**src/rtl/uart_ctrl_pkg.sv**
```systemverilog
// Shared definitions for the UART memory-mapped controller: register map,
// STATUS bit positions and the TX/RX sequencer state encodings.
package uart_ctrl_pkg;

  localparam int unsigned ADDR_W = 3;
  localparam int unsigned DATA_W = 8;

  localparam logic [ADDR_W-1:0] ADDR_DATA   = ADDR_W'(0);
  localparam logic [ADDR_W-1:0] ADDR_STATUS = ADDR_W'(5);

  localparam int unsigned ST_TX_NFULL  = 0;
  localparam int unsigned ST_RX_NEMPTY = 1;
  localparam int unsigned ST_TX_OVF    = 2;
  localparam int unsigned ST_RX_OVF    = 3;
  localparam int unsigned ST_TX_IDLE   = 4;

  typedef enum logic [1:0] {
    TX_IDLE    = 2'd0,
    TX_WAIT_HI = 2'd1,
    TX_WAIT_LO = 2'd2
  } tx_state_e;

  typedef enum logic [1:0] {
    RX_IDLE     = 2'd0,
    RX_CLEAR    = 2'd1,
    RX_WAIT_LOW = 2'd2
  } rx_state_e;

endpackage

```
**src/rtl/uart_mmio_ctrl_if.sv**
```systemverilog
// Single-cycle request / registered-ack register bus used by the UART controller.
interface uart_mmio_ctrl_if;
  import uart_ctrl_pkg::*;

  logic              bus_req;
  logic              bus_we;
  logic [ADDR_W-1:0] bus_addr;
  logic [DATA_W-1:0] bus_wdata;
  logic [DATA_W-1:0] bus_rdata;
  logic              bus_ack;

  modport master (
    output bus_req, bus_we, bus_addr, bus_wdata,
    input  bus_rdata, bus_ack
  );

  modport slave (
    input  bus_req, bus_we, bus_addr, bus_wdata,
    output bus_rdata, bus_ack
  );

endinterface

```
**src/rtl/uart_fifo.sv**
```systemverilog
// Synchronous FIFO with registered full/empty flags and a combinational head.
// A push while full is accepted only when a pop happens in the same cycle.
module uart_fifo #(
  parameter int unsigned DEPTH = 4,
  parameter int unsigned WIDTH = 8
) (
  input  logic             clk,
  input  logic             rst_n,
  input  logic             push,
  input  logic             pop,
  input  logic [WIDTH-1:0] wdata,
  output logic [WIDTH-1:0] head,
  output logic             full,
  output logic             empty
);

  localparam int unsigned PTR_W = (DEPTH > 1) ? $clog2(DEPTH) : 1;
  localparam int unsigned CNT_W = PTR_W + 1;

  logic [WIDTH-1:0] mem [DEPTH];
  logic [PTR_W-1:0] wr_ptr_q, rd_ptr_q;
  logic [CNT_W-1:0] count_q, count_d;
  logic             do_push, do_pop;

  assign do_push = push & (~full | pop);
  assign do_pop  = pop & ~empty;
  assign head    = mem[rd_ptr_q];

  always_comb begin
    count_d = count_q;
    case ({do_push, do_pop})
      2'b10:   count_d = count_q + CNT_W'(1);
      2'b01:   count_d = count_q - CNT_W'(1);
      default: count_d = count_q;
    endcase
  end

  // Pointers wrap naturally because DEPTH is a power of two
  always_ff @(posedge clk or negedge rst_n) begin
    if (!rst_n) begin
      wr_ptr_q <= '0;
      rd_ptr_q <= '0;
      count_q  <= '0;
      full     <= 1'b0;
      empty    <= 1'b1;
    end else begin
      if (do_push) wr_ptr_q <= wr_ptr_q + PTR_W'(1);
      if (do_pop)  rd_ptr_q <= rd_ptr_q + PTR_W'(1);
      count_q <= count_d;
      full    <= (count_d == CNT_W'(DEPTH));
      empty   <= (count_d == '0);
    end
  end

  always_ff @(posedge clk) begin
    if (do_push) mem[wr_ptr_q] <= wdata;
  end

endmodule

```
**src/rtl/uart_mmio_ctrl.sv**
```systemverilog
// Register-mapped UART controller: DATA/STATUS registers over a one-cycle bus,
// TX and RX byte FIFOs, and handshake sequencers toward the byte transmitter/receiver.
module uart_mmio_ctrl
  import uart_ctrl_pkg::*;
#(
  parameter int unsigned FIFO_DEPTH = 4
) (
  input  logic              clk,
  input  logic              rst_n,
  uart_mmio_ctrl_if.slave   bus,
  output logic              tx_start,
  output logic [DATA_W-1:0] tx_data,
  input  logic              tx_busy,
  input  logic              rx_ready,
  input  logic [DATA_W-1:0] rx_data,
  output logic              rx_clear
);

  tx_state_e         tx_state_q, tx_state_d;
  rx_state_e         rx_state_q, rx_state_d;
  logic              tx_full, tx_empty, rx_full, rx_empty;
  logic [DATA_W-1:0] tx_head, rx_head;
  logic              tx_push, tx_pop, rx_push, rx_pop;
  logic              tx_ovf_q, tx_ovf_d, rx_ovf_q, rx_ovf_d, rx_ovf_set;
  logic              tx_start_d, rx_clear_d, ack_d;
  logic [DATA_W-1:0] tx_data_d, rdata_d, status;
  logic              wr_data, rd_data, rd_status;

  // Register decode; reserved offsets and STATUS writes fall through untouched
  always_comb begin
    wr_data   = bus.bus_req &  bus.bus_we & (bus.bus_addr == ADDR_DATA);
    rd_data   = bus.bus_req & ~bus.bus_we & (bus.bus_addr == ADDR_DATA);
    rd_status = bus.bus_req & ~bus.bus_we & (bus.bus_addr == ADDR_STATUS);
    rx_pop    = rd_data & ~rx_empty;
  end

  // TX sequencer: launch one byte, then follow tx_busy high and back low
  always_comb begin
    tx_state_d = tx_state_q;
    tx_start_d = 1'b0;
    tx_data_d  = tx_data;
    tx_pop     = 1'b0;
    case (tx_state_q)
      TX_IDLE: begin
        if (!tx_empty && !tx_busy) begin
          tx_start_d = 1'b1;
          tx_data_d  = tx_head;
          tx_pop     = 1'b1;
          tx_state_d = TX_WAIT_HI;
        end
      end
      TX_WAIT_HI: if (tx_busy)  tx_state_d = TX_WAIT_LO;
      TX_WAIT_LO: if (!tx_busy) tx_state_d = TX_IDLE;
      default:    tx_state_d = TX_IDLE;
    endcase
    tx_push = wr_data & (~tx_full | tx_pop);
  end

  // RX sequencer: capture once, pulse rx_clear, wait for the receiver to release
  always_comb begin
    rx_state_d = rx_state_q;
    rx_clear_d = 1'b0;
    rx_push    = 1'b0;
    rx_ovf_set = 1'b0;
    case (rx_state_q)
      RX_IDLE: begin
        if (rx_ready) begin
          if (!rx_full || rx_pop) rx_push    = 1'b1;
          else                    rx_ovf_set = 1'b1;
          rx_clear_d = 1'b1;
          rx_state_d = RX_CLEAR;
        end
      end
      RX_CLEAR:    rx_state_d = RX_WAIT_LOW;
      RX_WAIT_LOW: if (!rx_ready) rx_state_d = RX_IDLE;
      default:     rx_state_d = RX_IDLE;
    endcase
  end

  // Read data and sticky overflow flags; a new overflow wins over a STATUS clear
  always_comb begin
    status               = '0;
    status[ST_TX_NFULL]  = ~tx_full;
    status[ST_RX_NEMPTY] = ~rx_empty;
    status[ST_TX_OVF]    = tx_ovf_q;
    status[ST_RX_OVF]    = rx_ovf_q;
    status[ST_TX_IDLE]   = tx_empty & (tx_state_q == TX_IDLE);
    rdata_d = '0;
    if (rd_data)        rdata_d = rx_empty ? '0 : rx_head;
    else if (rd_status) rdata_d = status;
    ack_d    = bus.bus_req;
    tx_ovf_d = (tx_ovf_q & ~rd_status) | (wr_data & ~tx_push);
    rx_ovf_d = (rx_ovf_q & ~rd_status) | rx_ovf_set;
  end

  always_ff @(posedge clk or negedge rst_n) begin
    if (!rst_n) begin
      tx_state_q    <= TX_IDLE;
      rx_state_q    <= RX_IDLE;
      tx_start      <= 1'b0;
      tx_data       <= '0;
      rx_clear      <= 1'b0;
      tx_ovf_q      <= 1'b0;
      rx_ovf_q      <= 1'b0;
      bus.bus_ack   <= 1'b0;
      bus.bus_rdata <= '0;
    end else begin
      tx_state_q    <= tx_state_d;
      rx_state_q    <= rx_state_d;
      tx_start      <= tx_start_d;
      tx_data       <= tx_data_d;
      rx_clear      <= rx_clear_d;
      tx_ovf_q      <= tx_ovf_d;
      rx_ovf_q      <= rx_ovf_d;
      bus.bus_ack   <= ack_d;
      bus.bus_rdata <= rdata_d;
    end
  end

  uart_fifo #(.DEPTH(FIFO_DEPTH), .WIDTH(DATA_W)) u_tx_fifo (
    .clk   (clk),
    .rst_n (rst_n),
    .push  (tx_push),
    .pop   (tx_pop),
    .wdata (bus.bus_wdata),
    .head  (tx_head),
    .full  (tx_full),
    .empty (tx_empty)
  );

  uart_fifo #(.DEPTH(FIFO_DEPTH), .WIDTH(DATA_W)) u_rx_fifo (
    .clk   (clk),
    .rst_n (rst_n),
    .push  (rx_push),
    .pop   (rx_pop),
    .wdata (rx_data),
    .head  (rx_head),
    .full  (rx_full),
    .empty (rx_empty)
  );

endmodule
```
**src/flat_wrapper.sv**
```systemverilog
// flat-port wrapper written by rule: the top's interface ports become plain ports
module uart_mmio_ctrl_flat import uart_ctrl_pkg::*;
#(
  parameter int unsigned FIFO_DEPTH = 4
)
  (clk, rst_n, tx_start, tx_data, tx_busy, rx_ready, rx_data, rx_clear, bus_bus_req, bus_bus_we, bus_bus_addr, bus_bus_wdata, bus_bus_rdata, bus_bus_ack);
  uart_mmio_ctrl_if bus_i ();
  input  logic clk;
  input  logic rst_n;
  output logic tx_start;
  output logic [DATA_W-1:0] tx_data;
  input  logic tx_busy;
  input  logic rx_ready;
  input  logic [DATA_W-1:0] rx_data;
  output logic rx_clear;
  input wire logic [$bits(bus_i.bus_req)-1:0] bus_bus_req;
  input wire logic [$bits(bus_i.bus_we)-1:0] bus_bus_we;
  input wire logic [$bits(bus_i.bus_addr)-1:0] bus_bus_addr;
  input wire logic [$bits(bus_i.bus_wdata)-1:0] bus_bus_wdata;
  output wire logic [$bits(bus_i.bus_rdata)-1:0] bus_bus_rdata;
  output wire logic [$bits(bus_i.bus_ack)-1:0] bus_bus_ack;
  assign bus_i.bus_req = bus_bus_req;
  assign bus_i.bus_we = bus_bus_we;
  assign bus_i.bus_addr = bus_bus_addr;
  assign bus_i.bus_wdata = bus_bus_wdata;
  assign bus_bus_rdata = bus_i.bus_rdata;
  assign bus_bus_ack = bus_i.bus_ack;
  uart_mmio_ctrl #(.FIFO_DEPTH(FIFO_DEPTH)) u_core (.clk(clk), .rst_n(rst_n), .bus(bus_i), .tx_start(tx_start), .tx_data(tx_data), .tx_busy(tx_busy), .rx_ready(rx_ready), .rx_data(rx_data), .rx_clear(rx_clear));
endmodule
```
**config.mk**
```make
export PLATFORM = sky130hd
export DESIGN_NAME = uart_mmio_ctrl_flat
export DESIGN_NICKNAME = d
export VERILOG_FILES = /design/src/rtl/uart_ctrl_pkg.sv /design/src/rtl/uart_mmio_ctrl_if.sv /design/src/rtl/uart_fifo.sv /design/src/rtl/uart_mmio_ctrl.sv /design/src/flat_wrapper.sv
export SDC_FILE = /design/constraint.sdc
export NUM_CORES = 1
export LEC_CHECK = 0
export ABC_AREA = 1
export BUFFER_PORTS_ARGS = -buffer_cell sky130_fd_sc_hd__buf_2
export CAP_MARGIN = 5
export CELL_PAD_IN_SITES_DETAIL_PLACEMENT = 1
export CELL_PAD_IN_SITES_GLOBAL_PLACEMENT = 1
export CORE_MARGIN = 2
export CORE_UTILIZATION = 47
export CTS_CLUSTER_SIZE = 12
export DETAILED_ROUTE_END_ITERATION = 6
export GPL_ROUTABILITY_DRIVEN = 0
export MAX_ROUTING_LAYER = met4
export PLACE_DENSITY = 0.89
export REMOVE_ABC_BUFFERS = 1
export SYNTH_ARGS = -nofsm -noshare
export SYNTH_HDL_FRONTEND = slang
export SYNTH_SLANG_ARGS = --single-unit
export TNS_END_PERCENT = 20
```
**constraint.sdc**
```tcl
create_clock -name clk -period 2.7 [get_ports clk]
set_input_delay 0.54 -clock clk [delete_from_list [all_inputs] [get_ports clk]]
set_output_delay 0.54 -clock clk [all_outputs]
set_load 0.02 [all_outputs]
```
==> results of run 1 <==
-- per-stage QoR --
step | worst slack (ns) | hold slack, ns
2_1_floorplan | 0.575 | 0.244
3_3_place_gp | 0.350 | 0.476
3_5_place_dp | 0.196 | 0.499
4_1_cts | 0.445 | 0.272
5_1_grt | 0.286 | 0.302
6_report | 0.453 | 0.255
-- power groups by stage --
| stage | clock network [mW] | logic [mW] | registers [mW] |
|---|---|---|---|
| after floorplan | 0 | 0.869 | 2.39 |
| after global placement | 0 | 1.23 | 2.36 |
| after detailed placement | 0 | 1.40 | 2.40 |
| after CTS | 0.987 | 1.41 | 2.37 |
| after global routing | 1.05 | 1.58 | 2.41 |
| final | 0.977 | 1.39 | 2.37 |
-- layout make-up --
type	count	share of cell area
Clock buffer	10	0.0258
Clock inverter	6	0.0134
Inverter	39	0.0317
Multi-Input combinational cell	231	0.239
Sequential cell	107	0.608
Tap cell	111	0.0281
Timing Repair Buffer	50	0.0542
-- routing by layer --
layer	vias up	global-route usage	routed length, um
met1	1467	0.266	4150
met3	17	0.0291	327
met5	-	-	0
met2	62	0.359	5090
met4	0	0.0852	229
li1	1372	-	-
-- placed cells by master, fill, tap and decap left out, drive strengths merged --
master,Yosys,layout
fa,2,2
dfstp,2,2
ha,10,10
a211oi,1,1
or2,1,1
nor2,83,83
clkinvlp,0,3
xor2,5,5
o21ai,29,29
bufinv,0,1
nand3,24,24
dfrtp,41,41
clkbuf,0,10
a21oi,15,15
o211ai,2,2
buf,9,50
nand2,57,57
nand4,2,2
inv,39,39
clkinv,0,2
edfxtp,64,64
-- critical path: cells and delay by family (launching register included) --
kind | cells | cell delay [ns]
buffers and inverters | 1 | 0.07
DFF | 1 | 0.56
and+or+nand+nor | 9 | 1.02
adders and majority gates | 2 | 0.54
-- flip-flops by register name (all words and copies together) (netlist names), 2 cells and up --
signal	flops
u_core.u_tx_fifo.wr_ptr_q	2
u_core.u_rx_fifo.wr_ptr_q	2
u_core.tx_state_q	2
u_core.tx_data	8
u_core.u_tx_fifo.count_q	3
u_core.rx_state_q	2
u_core.u_tx_fifo.mem	32
u_core.u_rx_fifo.count_q	3
u_core.u_rx_fifo.rd_ptr_q	2
u_core.u_rx_fifo.mem	32
u_core.u_tx_fifo.rd_ptr_q	2
u_core.bus.bus_rdata	8
-- how the worst min path moves through the flow --
stage	from	to	slack, ns	cells after the start
6_report	rst_n	u_core.u_rx_fifo.count_q[1]$_DFF_PN0_	0.26	2
5_1_grt	rst_n	u_core.u_rx_fifo.wr_ptr_q[0]$_DFFE_PN0P_	0.30	2
4_1_cts	rst_n	u_core.rx_state_q[1]$_DFFE_PN0P_	0.27	2
3_5_place_dp	u_core.rx_state_q[1]$_DFFE_PN0P_	u_core.rx_state_q[0]$_DFFE_PN0P_	0.50	1
2_1_floorplan	rst_n	u_core.bus.bus_ack$_DFF_PN0_	0.24	0
3_3_place_gp	u_core.rx_state_q[1]$_DFFE_PN0P_	u_core.rx_state_q[0]$_DFFE_PN0P_	0.48	1
-- logic make-up after synthesis --
family                   share of synthesized area
buffers and inverters                       0.0559
XOR/XNOR                                   0.00989
AO/OA/AOI/OAI                               0.0548
adder cells (fa/ha/maj)                     0.0373
AND/OR/NAND/NOR                              0.165
flip-flops                                   0.677
-- Yosys cell counts, types with 5 or more instances --
cell type,instances
nor2_1,76
edfxtp_1,64
nand2_1,50
dfrtp_1,41
inv_1,34
nand3_1,24
o21ai_0,19
a21oi_1,15
ha_1,10
o21ai_1,10
nor2_2,6
nand2_4,5
xor2_1,5
==> summary.txt, run 1 <==
R2R Setup Slk: 0.45 ns
Area taken by multi-input logic gates: 0.00118 mm^2
CP Launch Point: u_core.u_tx_fifo.empty$_DFF_PN1_
Max-cap violations: 0
Status: completed
# fillers: 1,016
Max Fclk: 445 MHz
CP Cell Sequence: nor2_1 > nand2_4 > nand2_2 > nand2_4 > ha_1 > inv_1 > fa_1 > or2_1 > nand3_1 > nand2_1 > nand2_1 > nor2_1
DRC: 0
Hold Fails Final Rpt: 0
Slew HR: 0.500
Placed insts: 538
Top FF cell, synth: edfxtp_1
CP endpoint: u_core.u_tx_fifo.empty$_DFF_PN1_
Clock power frac: 0.206
WL per Instance: 17.7 um
Layout Utilization: 0.537
Worst-path fanout max: 13
Seq. cell area: 0.00300 mm^2
Top cells by area, synth: edfxtp_1 43%, dfrtp_1 23%, nor2_1 6.4%, nand2_1 4.2%, inv_1 2.9%
Final min period: 2.25 ns
CTS tree: yes
Routed Antenna Nets: 0
Hpwl dp: 6930 um
Crit share post-route: 0.832
Max IR drop VDD: 0.000413 V
Final setup vio count: 0
Critical Path Start Type: flip-flop
PD cells: 959 mW/mm^2
Vias in the first global route: 3,108
Largest net degree at the start of global routing: 44
Leakage: 2.13 nW
CP peak stage delay: 0.56 ns
Combinational share of power: 0.294
Netlist cell types: 28
GR Overflow Total: 0
CTS Hold Bufs: 0
Chip height: 101 um
CTS Buf Count: 9
Post-CTS sizing: 0
Share of layout cells above drive strength 1: 0.194
Area of the mapped netlist: 0.00443 mm^2
Switching Fraction: 0.377
Mapped Cells: 386
Total GRT Usage: 0.215
Clk pin slew, worst setup/hold paths: 0.10 ns
Total power: 4.73 mW
Routed wire length: 9800 um
Layout area overhead: 11.5%
Post-synthesis sequential area ratio: 0.677
Setup crit end kind: flip-flop
Final nets: 475
Non-filler instance count after layout: 554
Core Box Area: 0.00920 mm^2
Yosys warning count: 0
Slew Viols, Final: 0
Seq pwr share: 0.500
Postcts setup bufs: 0
Initial core utilization: 0.482
Wire length of the first global-routing pass: 16,000 um
Syn Area/Cell: 11.5 um^2
Clock Skew: 0.0102 ns
Yosys reg bits: 107
Initial drt markers: 165
Area share of the leading cell type in the synthesized netlist: 0.434
P_sw: 1.78 mW
Via count: 2,918
Final instance area: 0.00494 mm^2
R2R Path End: u_core.u_tx_fifo.empty$_DFF_PN1_
DR vias/cell: 5.27
# IOs: 44
Synth area leader: edfxtp_1
Setup TNS: 0 ns
Clk_lat worst skew: 0.37 ns
H-tree levels: 3
P_int: 2.95 mW
Total die area: 0.0102 mm^2
Clock net sink count: 107
Worst-case reg-to-reg path depth: 12
Slowest cell on crit path: dfstp_2
Asr flop ratio synth: 0.402
Drt pass-1 iters: 4
Worst Max-Slew Pin Slew: 0.751 ns
Antenna Cells: 0
Post-synth EDFFs: 64
Port Buffer Count: 43
Die width: 101 um
Root Buffer: clkbuf_8
Max Root-Sink Buffers: 2
Worst setup path category: reg -> reg
Hold crit path type: in -> async
Placed instance area: 0.00474 mm^2
Antenna violations before repair: 0
RR Startpoint: u_core.u_tx_fifo.empty$_DFF_PN1_
Critical Path RT: 2.99 ns
CP arrival: 2.54 ns
Setup repair after global routing missed its margin: no
Row count: 35
(Power assumes the default switching activity.)
==> run 2, diff against run 1 <==
clock period = 2.22 ns   (was 2.7 ns; I/O delays follow)
==> run 2 against run 1 <==
Effect of this change:
- sequential share of layout area decreased by 0.86 points
- via count increased by 1.9%
- die area unchanged
- maximum frequency increased by 7.9%
- critical path type unchanged
- largest power group unchanged
==> summary.txt, run 2 (synthesis results as in run 1) <==
Total power: 5.72 mW (was 4.73 mW)
Total die area: 0.0102 mm^2 (unchanged)
Met3 Track Usage GR: 0.0361 (was 0.0291)
Final setup vio count: 0 (unchanged)
CP peak stage delay: 0.58 ns (was 0.56 ns)
Total GRT Usage: 0.220 (was 0.215)
Critical Path RT: 2.52 ns (was 2.99 ns)
# fillers: 1,031 (was 1,016)
Setup crit end kind: flip-flop (unchanged)
Routed wire length: 10,200 um (was 9800 um)
Worst setup path category: reg -> reg (unchanged)
Area taken by multi-input logic gates: 0.00119 mm^2 (was 0.00118 mm^2)
Most common cell after layout, fill and taps aside: nor2_1 (unchanged)
DR vias/cell: 5.28 (was 5.27)
Largest registers: u_core.u_rx_fifo.mem: 32 flops, u_core.u_tx_fifo.mem: 32 flops (unchanged)
R2R Setup Slk: 0.14 ns (was 0.45 ns)
Initial drt markers: 107 (was 165)
CTS Hold Bufs: 0 (unchanged)
Wire length of the first global-routing pass: 16,400 um (was 16,000 um)
Row count: 35 (unchanged)
WL per Instance: 18.1 um (was 17.7 um)
Share of layout cells above drive strength 1: 0.215 (was 0.194)
Leakage: 2.18 nW (was 2.13 nW)
CP arrival: 2.38 ns (was 2.54 ns)
Die width: 101 um (unchanged)
DRC: 0 (unchanged)
CTS Buf Count: 9 (unchanged)
Crit share post-route: 0.938 (was 0.832)
Vias in the first global route: 3,267 (was 3,108)
Max Fclk: 480 MHz (was 445 MHz)
Hold slack: 0.0367 ns (was 0.255 ns)
Layout area overhead: 13.1% (was 11.5%)
Routed Antenna Nets: 0 (unchanged)
Clock net sink count: 107 (unchanged)
Largest net degree at the start of global routing: 26 (was 44)
Chip height: 101 um (unchanged)
Drt pass-1 iters: 4 (unchanged)
H-tree levels: 3 (unchanged)
Root Buffer: clkbuf_8 (unchanged)
Max-cap violations: 0 (unchanged)
CTS tree: yes (unchanged)
Final nets: 484 (was 475)
Worst-path fanout max: 3 (was 13)
Antenna violations before repair: 0 (unchanged)
Status: completed (unchanged)
Clk_lat worst skew: 0.36 ns (was 0.37 ns)
Hold crit path type: in -> async (unchanged)
Slew HR: 0.512 (was 0.500)
Via count: 2,973 (was 2,918)
Clock Skew: 0.0183 ns (was 0.0102 ns)
Max IR drop VDD: 0.000440 V (was 0.000413 V)
GRT busiest layer: met2 (unchanged)
# IOs: 44 (unchanged)
Most frequent cells in the layout: 75 x nor2_1, 64 x edfxtp_1, 49 x nand2_1 (was 76 x nor2_1, 64 x edfxtp_1, 50 x nand2_1)
Clk pin slew, worst setup/hold paths: 0.11 ns (was 0.10 ns)
Critical Path Most Common Cell: nand2_4
Port Buffer Count: 43 (unchanged)
Critical Path Start Type: flip-flop (unchanged)
Core Box Area: 0.00920 mm^2 (unchanged)
Max Root-Sink Buffers: 2 (unchanged)
Slew Viols, Final: 0 (unchanged)
Initial core utilization: 0.482 (unchanged)
CP Cell Sequence: nor2_2 > nand2_4 > nand2_4 > nand2_4 > ha_1 > inv_1 > fa_1 > inv_1 > nand2_1 > nand4_1 > nand2_2 > nor2_2 (was nor2_1 > nand2_4 > nand2_2 > nand2_4 > ha_1 > inv_1 > fa_1 > or2_1 > nand3_1 > nand2_1 > nand2_1 > nor2_1)
Worst Max-Slew Pin Slew: 0.732 ns (was 0.751 ns)
Seq. cell area: 0.00300 mm^2 (unchanged)
Hpwl dp: 7290 um (was 6930 um)
Final min period: 2.08 ns (was 2.25 ns)
Antenna Cells: 0 (unchanged)
Met2 Usage GRT: 0.379 (was 0.359)
Slowest cell on crit path: dfstp_2 (unchanged)
Met1 usage: 0.262 (was 0.266)
GR Overflow Total: 0 (unchanged)
Hold Fails Final Rpt: 0 (unchanged)
PD cells: 1140 mW/mm^2 (was 959 mW/mm^2)
## run 2: cell count changes in the layout (fill, tap and decap cells not counted), sizes merged
cell / before / now
buf: 50 / 59
clkbuf: 10 / 9
inv: 39 / 41
clkinv: 2 / 4
bufinv: 1 / 0
clkinvlp: 3 / 1
## run 2: path summary, 6_finish.rpt
kind                                                  startpoint                           endpoint  depth (start not counted)
worst max register to register  u_core.u_rx_fifo.empty$_DFF_PN1_   u_core.u_rx_fifo.empty$_DFF_PN1_                         12
worst min register to register         u_core.tx_ovf_q$_DFF_PN0_  u_core.bus.bus_rdata[2]$_DFF_PN0_                          2
worst min-delay path                                       rst_n      u_core.tx_data[0]$_DFFE_PN0P_                          1
max in group asynchronous                                  rst_n   u_core.u_tx_fifo.empty$_DFF_PN1_                          2
min in group clk                                     bus_bus_req       u_core.bus.bus_ack$_DFF_PN0_                          1
worst max-delay path            u_core.u_rx_fifo.empty$_DFF_PN1_   u_core.u_rx_fifo.empty$_DFF_PN1_                         12
## run 2: final cells by class
type,instances,area share
repair buffers,59,0.0694
inverters,39,0.0312
clock inverters,7,0.0102
well taps,111,0.0277
flip-flops and latches,107,0.599
multi-input cells,231,0.238
clock buffers,9,0.0247
## run 2: metal layers
metal,wire (um),share of wire,up-vias
met2,5440,0.53,77
met4,157,0.015,0
met3,458,0.045,14
met5,0,0,-
met1,4120,0.40,1490
li1,-,-,1392
## run 2: what timing repair did
action	4_1_cts	5_1_grt
endpoints found under the setup margin	0	1
gates resized for setup	0	3
setup buffers	0	0
## run 2: critical path, delay by kind of cell (launching register included)
family	cells	cell delay, ns
DFF	1	0.58
buffers and inverters	2	0.15
adders and majority gates	2	0.60
and+or+nand+nor	8	0.69
## run 2: report_power, final
| part | switching, mW | internal (mW) | leakage (nW) |
|---|---|---|---|
| Clock | 0.665 | 0.415 | 0.0876 |
| Sequential | 0.367 | 2.49 | 1.11 |
| Combinational | 1.16 | 0.621 | 0.981 |
## run 2: per-stage QoR
step	setup TNS (ns)	worst slack, ns	area, um^2	instances	util
after detailed placement	-0.0590	-0.0458	4820	547	0.525
after global routing	-0.00525	-0.00525	5010	563	0.545
final	0	0.138	5010	563	0.545
after CTS	0	0.112	5000	563	0.544
after floorplan	0	0.191	4340	377	-
after global placement	0	0.104	4820	547	0.525
==> run 3, diff against run 2 <==
REMOVE_ABC_BUFFERS = default   (was 1)
==> run 3 against run 2 <==
Effect of this change:
- maximum frequency is 2.5% higher
- register-to-register slack better by 0.05 ns
- clock-buffer cell count is 2 higher
- total power is 2.3% higher
- largest power group unchanged
- via count is 1.5% lower
- first-iteration DRC count is 36% lower
- critical path depth is 1 lower
==> summary.txt, run 3 (synthesis results as in run 1) <==
R2R Path End: u_core.u_tx_fifo.empty$_DFF_PN1_ (was u_core.u_rx_fifo.empty$_DFF_PN1_)
Antenna Cells: 0 (unchanged)
Final instance area: 0.00502 mm^2 (was 0.00501 mm^2)
Clock net sink count: 107 (unchanged)
Placed instance area: 0.00481 mm^2 (was 0.00482 mm^2)
DRC: 0 (unchanged)
Status: completed (unchanged)
Slowest cell on crit path: dfstp_2 (unchanged)
Critical Path Start Type: flip-flop (unchanged)
Setup slack after layout: 0.189 ns (was 0.138 ns)
Worst-case reg-to-reg path depth: 11 (was 12)
Antenna violations before repair: 0 (unchanged)
Final min period: 2.03 ns (was 2.08 ns)
Setup crit end kind: flip-flop (unchanged)
Placement Setup Slack: -0.00752 ns (was -0.0458 ns)
Leakage: 2.18 nW (about the same)
Wire length of the first global-routing pass: 16,200 um (was 16,400 um)
Port Buffer Count: 43 (unchanged)
Initial core utilization: 0.482 (unchanged)
Routed wire length: 9940 um (was 10,200 um)
CP arrival: 2.33 ns (was 2.38 ns)
CP delay by family, top: simple AND/OR/NAND/NOR gates (unchanged)
Slew Viols, Final: 0 (unchanged)
Most frequent cells in the layout: 76 x nor2_1, 64 x edfxtp_1, 50 x nand2_1 (was 75 x nor2_1, 64 x edfxtp_1, 49 x nand2_1)
DR vias/cell: 5.20 (was 5.28)
Hpwl dp: 6980 um (was 7290 um)
CP endpoint: u_core.u_tx_fifo.empty$_DFF_PN1_ (was u_core.u_rx_fifo.empty$_DFF_PN1_)
Postcts setup bufs: 0 (unchanged)
Slew HR: 0.557 (was 0.512)
Largest registers: u_core.u_rx_fifo.mem: 32 flops, u_core.u_tx_fifo.mem: 32 flops (unchanged)
RR Startpoint: u_core.u_tx_fifo.empty$_DFF_PN1_ (was u_core.u_rx_fifo.empty$_DFF_PN1_)
Initial drt markers: 69 (was 107)
Via count: 2,927 (was 2,973)
Synthesized Nets: 423
Die width: 101 um (unchanged)
Clk pin slew, worst setup/hold paths: 0.10 ns (was 0.11 ns)
R2R Setup Slk: 0.19 ns (was 0.14 ns)
Core Box Area: 0.00920 mm^2 (unchanged)
Total die area: 0.0102 mm^2 (unchanged)
Crit share post-route: 0.915 (was 0.938)
Root Buffer: clkbuf_8 (unchanged)
Hold Fails Final Rpt: 0 (unchanged)
Hold crit path type: in -> async (unchanged)
Setup repair after global routing missed its margin: no
Worst Max-Slew Pin Slew: 0.665 ns (was 0.732 ns)
Final nets: 484 (unchanged)
CTS Hold Bufs: 0 (unchanged)
GR Overflow Total: 0 (unchanged)
Total GRT Usage: 0.217 (was 0.220)
CTS Buf Count: 9 (unchanged)
Clk_lat worst skew: 0.37 ns (was 0.36 ns)
Most common cell after layout, fill and taps aside: nor2_1 (unchanged)
CP peak stage delay: 0.55 ns (was 0.58 ns)
Routed Antenna Nets: 0 (unchanged)
Max Root-Sink Buffers: 2 (unchanged)
Worst-path fanout max: 4 (was 3)
CP Launch Point: u_core.u_tx_fifo.empty$_DFF_PN1_ (was u_core.u_rx_fifo.empty$_DFF_PN1_)
H-tree levels: 3 (unchanged)
Worst path depth: 11 (was 12)
Clock Skew: 0.00963 ns (was 0.0183 ns)
Final setup vio count: 0 (unchanged)
Max-cap violations: 0 (unchanged)
WL per Instance: 17.6 um (was 18.1 um)
Post-CTS sizing: 0 (unchanged)
Worst setup path category: reg -> reg (unchanged)
Critical Path RT: 2.52 ns (about the same)
Max Fclk: 492 MHz (was 480 MHz)
PD cells: 1160 mW/mm^2 (was 1140 mW/mm^2)
CTS tree: yes (unchanged)
# IOs: 44 (unchanged)
Layout area overhead: 13.4% (was 13.1%)
Largest net degree at the start of global routing: 44 (was 26)
Buf/Inv on CP: 1 (was 2)
Chip height: 101 um (unchanged)
Drt pass-1 iters: 4 (unchanged)
# fillers: 1,026 (was 1,031)
Vias in the first global route: 3,260 (was 3,267)
Max IR drop VDD: 0.000499 V (was 0.000440 V)
Share of layout cells above drive strength 1: 0.206 (was 0.215)
Row count: 35 (unchanged)
CP Cell Sequence: nor2_1 > nand2_4 > nand2_2 > nand2_4 > ha_1 > inv_1 > fa_1 > or2_1 > nand4_1 > nand2_1 > nor2_1 (was nor2_2 > nand2_4 > nand2_4 > nand2_4 > ha_1 > inv_1 > fa_1 > inv_1 > nand2_1 > nand4_1 > nand2_2 > nor2_2)
==> run 3: cell types whose count changed in the layout (fill, tap and decap cells not counted), sizes merged <==
cell      change
clkbuf        +2
clkinvlp      +1
clkinv        -3
bufinv        +2
inv           -2
==> run 3: cell type report <==
type / instances / area, um^2 / share of cell area
timing repair buffer: 59 / 335 / 0.0668
inverter: 39 / 156 / 0.0311
multi-input combinational: 231 / 1180 / 0.235
sequential: 107 / 3000 / 0.597
clock inverter: 5 / 78.8 / 0.0157
clock buffer: 11 / 131 / 0.0262
tap: 111 / 139 / 0.0277
==> run 3: report_power, final <==
| group | internal [mW] | total [mW] | switching [mW] |
|---|---|---|---|
| sequential | 2.49 | 2.84 | 0.351 |
| clock | 0.633 | 1.28 | 0.645 |
| combinational | 0.611 | 1.73 | 1.12 |
| total | 3.73 | 5.85 | 2.12 |
==> run 3: how the worst min path moves through the flow <==
stage | to | cells past startpoint | start
after floorplan | u_core.bus.bus_ack$_DFF_PN0_ | 0 | rst_n
after global placement | u_core.rx_state_q[0]$_DFFE_PN0P_ | 1 | u_core.rx_state_q[1]$_DFFE_PN0P_
after detailed placement | u_core.rx_state_q[0]$_DFFE_PN0P_ | 1 | u_core.rx_state_q[1]$_DFFE_PN0P_
after CTS | u_core.bus.bus_rdata[5]$_DFF_PN0_ | 2 | rst_n
after global routing | u_core.bus.bus_rdata[5]$_DFF_PN0_ | 2 | rst_n
final | u_core.u_rx_fifo.count_q[1]$_DFF_PN0_ | 2 | rst_n
==> run 3: metal layers <==
metal	vias to the layer above	track usage	routed length, um
li1	1394	-	-
met1	1466	0.252	4180
met2	53	0.383	5290
met3	14	0.0374	293
met4	0	0.0717	167
met5	-	-	0
==> run 3: worst register-to-register path, stage by stage, from the launching register on <==
cell,delay (ns)
dfstp_2,0.55
nor2_1,0.07
nand2_4,0.09
nand2_2,0.06
nand2_4,0.07
ha_1,0.14
inv_1,0.07
fa_1,0.37
or2_1,0.26
nand4_1,0.11
nand2_1,0.09
nor2_1,0.09
==> run 3: stage by stage <==
stage | hold WS (ns) | util | cells | setup TNS (ns) | total power [mW]
after global routing | 0.210 | 0.546 | 563 | 0 | 6.24
after global placement | 0.480 | 0.523 | 547 | 0 | 4.43
after floorplan | 0.148 | - | 386 | 0 | 4.12
after detailed placement | 0.502 | 0.523 | 547 | -0.00752 | 4.63
final | 0.151 | 0.546 | 563 | 0 | 5.85
after CTS | 0.164 | 0.546 | 563 | 0 | 5.90
